`src/rtl/pipe_pkg.sv`:
```
// Shared definitions for the pipeline stage register: state encoding, default widths
// and the control-bundle bit layout used by MEM/WB instances.
package pipe_pkg;

  typedef enum logic [1:0] {
    EMPTY = 2'd0,
    ONE   = 2'd1,
    TWO   = 2'd2
  } state_e;

  localparam int DEF_DATA_W    = 32;
  localparam int DEF_NUM_LANES = 5;
  localparam int DEF_CTRL_W    = 8;
  localparam int DEF_CNT_W     = 16;

  // MEM/WB control layout: four flags followed by the 5-bit destination register.
  localparam int CTRL_REGWRITE = 0;
  localparam int CTRL_MEMTOREG = 1;
  localparam int CTRL_JAL      = 2;
  localparam int CTRL_LUI      = 3;
  localparam int CTRL_RW_LSB   = 4;
  localparam int CTRL_RW_W     = 5;
  localparam int CTRL_W_MEMWB  = CTRL_RW_LSB + CTRL_RW_W;

endpackage

```
`src/rtl/pipe_entry_reg.sv`:
```
// One held beat {valid, halt, ctrl, data}. Clear invalidates the entry and zeroes
// ctrl/halt but keeps data, so a squashed head still shows its last data lanes.
module pipe_entry_reg #(
  parameter int CTRL_W = 8,
  parameter int DBITS  = 160
) (
  input  logic              clk,
  input  logic              rst,
  input  logic              load,
  input  logic              clear,
  input  logic              in_halt,
  input  logic [CTRL_W-1:0] in_ctrl,
  input  logic [DBITS-1:0]  in_data,
  output logic              out_valid,
  output logic              out_halt,
  output logic [CTRL_W-1:0] out_ctrl,
  output logic [DBITS-1:0]  out_data
);

  logic              r_valid;
  logic              r_halt;
  logic [CTRL_W-1:0] r_ctrl;
  logic [DBITS-1:0]  r_data;

  // NOTE: state registers use non-blocking assignment so every flop samples pre-edge values.
  // NOTE: the data field is reset too, because out_data must read 0 straight after reset.
  always_ff @(posedge clk) begin
    if (rst) begin
      r_valid <= 1'b0;
      r_halt  <= 1'b0;
      r_ctrl  <= '0;
      r_data  <= '0;
    end else if (clear) begin
      r_valid <= 1'b0;
      r_halt  <= 1'b0;
      r_ctrl  <= '0;
    end else if (load) begin
      r_valid <= 1'b1;
      r_halt  <= in_halt;
      r_ctrl  <= in_ctrl;
      r_data  <= in_data;
    end
  end

  assign out_valid = r_valid;
  assign out_halt  = r_halt;
  assign out_ctrl  = r_ctrl;
  assign out_data  = r_data;

endmodule

```
`src/rtl/pipe_stage_skid.sv`:
```
// Pipeline stage register with valid/ready flow control, a head + skid entry pair,
// flush-to-bubble, sticky halt and a saturating stall counter.
module pipe_stage_skid
  import pipe_pkg::*;
#(
  parameter int DATA_W    = DEF_DATA_W,
  parameter int NUM_LANES = DEF_NUM_LANES,
  parameter int CTRL_W    = DEF_CTRL_W,
  parameter int CNT_W     = DEF_CNT_W
) (
  input  logic                          clk,
  input  logic                          rst,
  input  logic                          flush,
  input  logic                          in_valid,
  output logic                          in_ready,
  input  logic [CTRL_W-1:0]             in_ctrl,
  input  logic [NUM_LANES*DATA_W-1:0]   in_data,
  input  logic                          in_halt,
  output logic                          out_valid,
  input  logic                          out_ready,
  output logic [CTRL_W-1:0]             out_ctrl,
  output logic [NUM_LANES*DATA_W-1:0]   out_data,
  output logic                          out_halt,
  output logic [1:0]                    occupancy,
  output logic [CNT_W-1:0]              stall_cnt
);

  localparam int DBITS = NUM_LANES * DATA_W;

  state_e            r_state;
  state_e            w_state_nxt;
  logic              r_in_ready;
  logic              r_halt_seen;
  logic              r_out_halt;
  logic [CNT_W-1:0]  r_stall_cnt;

  logic              w_accept;
  logic              w_pop;
  logic              w_halt_seen_nxt;
  logic              w_head_load;
  logic              w_head_clear;
  logic              w_head_from_skid;
  logic              w_skid_load;
  logic              w_skid_clear;

  logic              w_head_valid;
  logic              w_head_halt;
  logic [CTRL_W-1:0] w_head_ctrl;
  logic [DBITS-1:0]  w_head_data;
  logic              w_skid_valid;
  logic              w_skid_halt;
  logic [CTRL_W-1:0] w_skid_ctrl;
  logic [DBITS-1:0]  w_skid_data;

  logic              w_head_in_halt;
  logic [CTRL_W-1:0] w_head_in_ctrl;
  logic [DBITS-1:0]  w_head_in_data;

  assign w_accept        = in_valid & r_in_ready;
  assign w_pop           = w_head_valid & out_ready;
  assign w_halt_seen_nxt = r_halt_seen | (w_accept & in_halt);

  // NOTE: every signal driven here gets a default first, so no path can infer a latch.
  always_comb begin
    w_state_nxt      = r_state;
    w_head_load      = 1'b0;
    w_head_clear     = 1'b0;
    w_head_from_skid = 1'b0;
    w_skid_load      = 1'b0;
    w_skid_clear     = 1'b0;
    if (flush) begin
      w_head_clear = 1'b1;
      w_skid_clear = 1'b1;
      w_state_nxt  = EMPTY;
    end else begin
      unique case (r_state)
        EMPTY: begin
          if (w_accept) begin
            w_head_load = 1'b1;
            w_state_nxt = ONE;
          end
        end
        ONE: begin
          if (w_accept && !w_pop) begin
            w_skid_load = 1'b1;
            w_state_nxt = TWO;
          end else if (w_accept && w_pop) begin
            w_head_load = 1'b1;
          end else if (w_pop) begin
            w_head_clear = 1'b1;
            w_state_nxt  = EMPTY;
          end
        end
        TWO: begin
          if (w_pop && w_skid_valid) begin
            w_head_load      = 1'b1;
            w_head_from_skid = 1'b1;
            w_skid_clear     = 1'b1;
            w_state_nxt      = ONE;
          end
        end
        default: begin
          w_head_clear = 1'b1;
          w_skid_clear = 1'b1;
          w_state_nxt  = EMPTY;
        end
      endcase
    end
  end

  assign w_head_in_halt = w_head_from_skid ? w_skid_halt : in_halt;
  assign w_head_in_ctrl = w_head_from_skid ? w_skid_ctrl : in_ctrl;
  assign w_head_in_data = w_head_from_skid ? w_skid_data : in_data;

  pipe_entry_reg #(.CTRL_W(CTRL_W), .DBITS(DBITS)) u_head (
    .clk      (clk),
    .rst      (rst),
    .load     (w_head_load),
    .clear    (w_head_clear),
    .in_halt  (w_head_in_halt),
    .in_ctrl  (w_head_in_ctrl),
    .in_data  (w_head_in_data),
    .out_valid(w_head_valid),
    .out_halt (w_head_halt),
    .out_ctrl (w_head_ctrl),
    .out_data (w_head_data)
  );

  pipe_entry_reg #(.CTRL_W(CTRL_W), .DBITS(DBITS)) u_skid (
    .clk      (clk),
    .rst      (rst),
    .load     (w_skid_load),
    .clear    (w_skid_clear),
    .in_halt  (in_halt),
    .in_ctrl  (in_ctrl),
    .in_data  (in_data),
    .out_valid(w_skid_valid),
    .out_halt (w_skid_halt),
    .out_ctrl (w_skid_ctrl),
    .out_data (w_skid_data)
  );

  // in_ready is a flop that comes out of reset already set: the stage is empty and unhalted.
  always_ff @(posedge clk) begin
    if (rst) begin
      r_state     <= EMPTY;
      r_in_ready  <= 1'b1;
      r_halt_seen <= 1'b0;
      r_out_halt  <= 1'b0;
      r_stall_cnt <= '0;
    end else begin
      r_state     <= w_state_nxt;
      r_in_ready  <= (w_state_nxt != TWO) && !w_halt_seen_nxt;
      r_halt_seen <= w_halt_seen_nxt;
      r_out_halt  <= r_out_halt | (w_head_valid & w_head_halt);
      if (w_head_valid && !out_ready && (r_stall_cnt != {CNT_W{1'b1}}))
        r_stall_cnt <= r_stall_cnt + 1'b1;
    end
  end

  assign in_ready  = r_in_ready;
  assign out_valid = w_head_valid;
  assign out_ctrl  = w_head_ctrl;
  assign out_data  = w_head_data;
  assign out_halt  = r_out_halt | (w_head_valid & w_head_halt);
  assign occupancy = r_state;
  assign stall_cnt = r_stall_cnt;

endmodule

```
`config.mk`:
```
export PLATFORM = sky130hd
export DESIGN_NAME = pipe_stage_skid
export DESIGN_NICKNAME = d
export VERILOG_FILES = /design/src/rtl/pipe_pkg.sv /design/src/rtl/pipe_entry_reg.sv /design/src/rtl/pipe_stage_skid.sv
export SDC_FILE = /design/constraint.sdc
export NUM_CORES = 1
export LEC_CHECK = 0
export ABC_AREA = 1
export CAP_MARGIN = 20
export CORE_ASPECT_RATIO = 0.5
export CORE_MARGIN = 1.5
export CORE_UTILIZATION = 40
export DETAILED_ROUTE_END_ITERATION = 10
export GPL_TIMING_DRIVEN = 1
export PLACE_DENSITY = 0.76
export SETUP_SLACK_MARGIN = 0.2
export SLEW_MARGIN = 20
export SYNTH_ARGS = -nofsm -noshare
export SYNTH_HDL_FRONTEND = slang
export SYNTH_SLANG_ARGS = --single-unit
export TNS_END_PERCENT = 100
```
`constraint.sdc`:
```
create_clock -name clk -period 1.9 [get_ports clk]
set_input_delay 0.19 -clock clk [delete_from_list [all_inputs] [get_ports clk]]
set_output_delay 0.19 -clock clk [all_outputs]
set_load 0.01 [all_outputs]
```
==> reports/results.ini <==
[die]
die-width_um = 273.6
start_util_pct = 40.68
die_height_um = 138.3
core.rowCount = 49
die_area_mm2 = 0.03783
core_area_mm2 = 0.03599
top_level_ports = 363

[clock_tree]
tritoncts = built
cts_root_buf = clkbuf_16
clk_transition_reported_paths_ns = 0.07
worstSkewPairLatency_ns = 0.53
numCtsBuffers = 35
ctsHtreeMaxLevel = 2
cts.sink_count = 361
clock_tree.buffer_depth = 3

[drt]
route.antenna.remaining_nets = 0
detail_route.vias_per_cell = 4.963
via_count = 14390
drt_iter0_drc = 944
number_of_detailed_routing_iterations_run_before_antenna_repair = 5
drc = 0
route.detailed.wl_per_inst_um = 15.41
drt_wl_total_um = 44680

[setup_path]
endpoint_kind = output pin
critical_path_buf_inv_count = 1
critical-path-top-delay-family = buffers and inverters
delay_contributed_by_the_slowest_stage_of_the_critical_path_ns = 0.57
worstSetupStartpointType = flip-flop
worst-setup-path-type = reg2out
timing.critical_path.arrival_ns = 1.48
timing.critical_path.cells = clkdlybuf4s50_1
crit_slowest_cell = clkdlybuf4s50_1
cp.required_ns = 1.71
crit_path_max_fanout = 2

[hold_path]
holdCritPathClass = in2reg

[power]
switching_power_mw = 4.427
power.share.switching_pct = 24.46
power.share.clock_pct = 41.5
cellPowerDensity_mw_per_mm2 = 864.0
power.share.combinational_pct = 13.8
vdd_drop_max_v = 0.0005870
seq_power_share_pct = 44.7
cellLeakagePower_nw = 8.263
intPower_mw = 13.67

[sta]
finalWorstPathRequiredPeriod_ns = 1.673
clock.fmax_mhz = 597.7
setup_viol_count_final = 0
hold-worst-slack_ns = 0.2976
drv_slew = 0
final_hold_viol_count = 0
timing_worst_slew_pin_value_ns = 0.3868
grt_setup_unrepaired = true
fin_skew_ns = 0.02040
slew_headroom_pct = 74.06
min_period_over_period_pct = 88.06

[cells_and_area]
proportion_of_layout_cells_with_a_drive_suffix_above_1_pct = 8.088
postLayoutCellArea_mm2 = 0.02095
area_growth_pct = 43.09
nNetsFinal = 2560

[global_route]
use_met1_pct = 25.85
antenna_found_initial = 5
grt_start_max_net_pins = 88
grt.total_usage_pct = 21.65
met3_usage_pct = 2.936
grt-ovfl-total = 0
grt.met2_usage_pct = 38.12
most_used_routing_layer = met2
global_route_wire_length_before_repair_um = 66850
first_global_vias = 12730

[placed_design]
finalWeightedCongestion = 0.8489
buffer_ports.inserted = 362
placed_cell_area_mm2 = 0.01917
place_hpwl_um = 29620

[logic_synthesis]
synth_cell_types = 25
synth_area_per_cell_um2 = 7.167
syn-cell-area_mm2 = 0.01464
synth-warning-count = 0
synth.net_count = 2218
ys_seq_elements = 361
post_synth_inst_count = 2043
ys_seq_area_share_pct = 49.36

[status]
run_status = complete, no violations

[job]
maxCapViolations = 0

layout by cell type, fill, tap and decap left out, types with 2 or more instances in the layout:
| cell | synthesis | routed |
|---|---|---|
| xnor2_1 | 5 | 5 |
| buf_16 | 0 | 4 |
| nor2_4 | 0 | 2 |
| diode_2 | 0 | 5 |
| dfxtp_2 | 0 | 7 |
| buf_6 | 11 | 5 |
| nand2_2 | 0 | 2 |
| nand4_1 | 4 | 4 |
| nand2_8 | 0 | 2 |
| bufinv_16 | 0 | 4 |
| clkdlybuf4s50_1 | 0 | 334 |
| clkinv_8 | 0 | 2 |
| xor2_1 | 2 | 2 |
| inv_2 | 2 | 2 |
| nand3_1 | 11 | 8 |
| dlymetal6s2s_1 | 0 | 9 |
| nor2_1 | 369 | 353 |
| inv_6 | 0 | 3 |
| a211oi_1 | 3 | 3 |
| o21ai_2 | 0 | 3 |
| clkbuf_16 | 0 | 45 |
| buf_12 | 0 | 28 |
| o21ai_0 | 450 | 399 |
| dlygate4sd2_1 | 0 | 19 |
| nand2_1 | 242 | 239 |
| inv_1 | 190 | 189 |
| clkinv_2 | 0 | 7 |
| clkbuf_1 | 105 | 2 |
| o21ai_1 | 62 | 110 |
| dfxtp_1 | 361 | 354 |
| clkbuf_8 | 0 | 11 |
| nand3_4 | 0 | 3 |
| buf_4 | 3 | 43 |
| nor2_2 | 1 | 15 |
| a21oi_1 | 185 | 185 |
power groups by stage:
stage	logic, mW	clock network (mW)	registers, mW
floorplan	0.920	0	8.35
global placement	2.27	0	8.25
detailed placement	2.30	0	8.26
CTS	2.33	7.65	8.09
global route	2.71	7.97	8.12
finish	2.49	7.51	8.10
worst min-delay path: stages:
cell             delay [ns]
clkdlybuf4s50_1        0.42
nor2_1                 0.11
a211oi_1               0.05
synthesized netlist by cell type:
library cell / instances / area (um2)
nand3_2: 1 / 10.01
buf_1: 7 / 26.28
a21oi_1: 185 / 925.9
nor2_2: 1 / 6.260
dfxtp_1: 361 / 7227
xor2_1: 2 / 17.52
buf_6: 11 / 123.9
xnor2_1: 5 / 43.79
nand2_4: 1 / 11.26
ha_1: 1 / 12.51
inv_1: 190 / 713.2
buf_2: 24 / 120.1
o21ai_1: 62 / 310.3
buf_4: 3 / 22.52
clkinv_4: 1 / 8.760
a211oi_1: 3 / 22.52
inv_2: 2 / 7.510
clkbuf_1: 105 / 394.1
nand2_1: 242 / 908.4
nand4_1: 4 / 25.02
o21ai_0: 450 / 2252
a21boi_1: 1 / 7.510
nor2_1: 369 / 1385
nor3_1: 1 / 5.000
nand3_1: 11 / 55.05
state kept, by name, indices dropped and copies added, names as in the netlist:
name and count:
u_skid.out_ctrl 8, stall_cnt 16, u_head.out_data 160, r_out_halt 1, u_head.out_halt 1, u_head.out_ctrl 8
r_halt_seen 1, u_skid.out_data 160, u_head.out_valid 1, u_skid.out_valid 1, occupancy 2, in_ready 1
u_skid.out_halt 1
kinds of logic (layout without fill, tap and decap cells):
| logic type | Yosys count | count (layout) | synth area share, % |
|---|---|---|---|
| adders and majority gates | 1 | 1 | 0.08544 |
| other | 0 | 5 | 0 |
| DFF | 361 | 361 | 49.36 |
| xor gates and xnor gates | 7 | 7 | 0.4187 |
| and+or+nand+nor | 630 | 631 | 16.43 |
| buffers and inverters | 343 | 710 | 9.674 |
| AOI/OAI and AO/OA | 701 | 701 | 24.03 |
what timing repair did:
action,CTS,global route
pin swaps,1,1
setup endpoints to repair,200,219
hold buffers,0,0
gates cloned,1,13
buffers inserted,0,1
gates resized for setup,31,104
cell type report:
class	count	area, um2
multi-input cells	1340	6155
inverters	193	755.7
clock buffers	49	1060
repair inverters	2	25.02
clock inverters	14	188.9
well taps	484	605.6
flip-flops and latches	361	7236
fillers	3158	15040
diodes	5	12.51
repair buffers	452	4912
stage by stage:
stage	instances	TNS, ns	util (%)	setup WS (ns)	total power, mW
after floorplan	2043	0	-	0.3315	9.274
after global placement	2817	-4.897	53.28	-0.1349	10.52
after detailed placement	2817	-11.31	53.28	-0.1613	10.56
after CTS	2881	0	56.80	0.2019	18.07
after global routing	2900	0	58.21	0.1278	18.80
final	2900	0	58.21	0.2269	18.10
metal layers:
metal  up-vias  wire length, um
li1       7290                -
met1      6670            18530
met2       317            22650
met3       115             1402
met4         0             2100
met5         -                0
path summary, 6_finish.rpt:
| path | cells after the start | slack (ns) | start | to |
|---|---|---|---|---|
| worst max register to register | 11 | 0.24 | occupancy[1]$_SDFF_PP0_ | u_head.out_data[139]$_SDFFE_PP0P_ |
| worst max-delay path | 1 | 0.23 | u_head.out_data[117]$_SDFFE_PP0P_ | out_data[117] |
| worst min-delay path | 3 | 0.30 | in_ctrl[0] | u_skid.out_ctrl[0]$_SDFFE_PP0P_ |
| worst min register to register | 2 | 0.44 | u_skid.out_data[0]$_SDFFE_PP0P_ | u_skid.out_data[0]$_SDFFE_PP0P_ |
No activity file was read; power rests on OpenSTA's default activity.
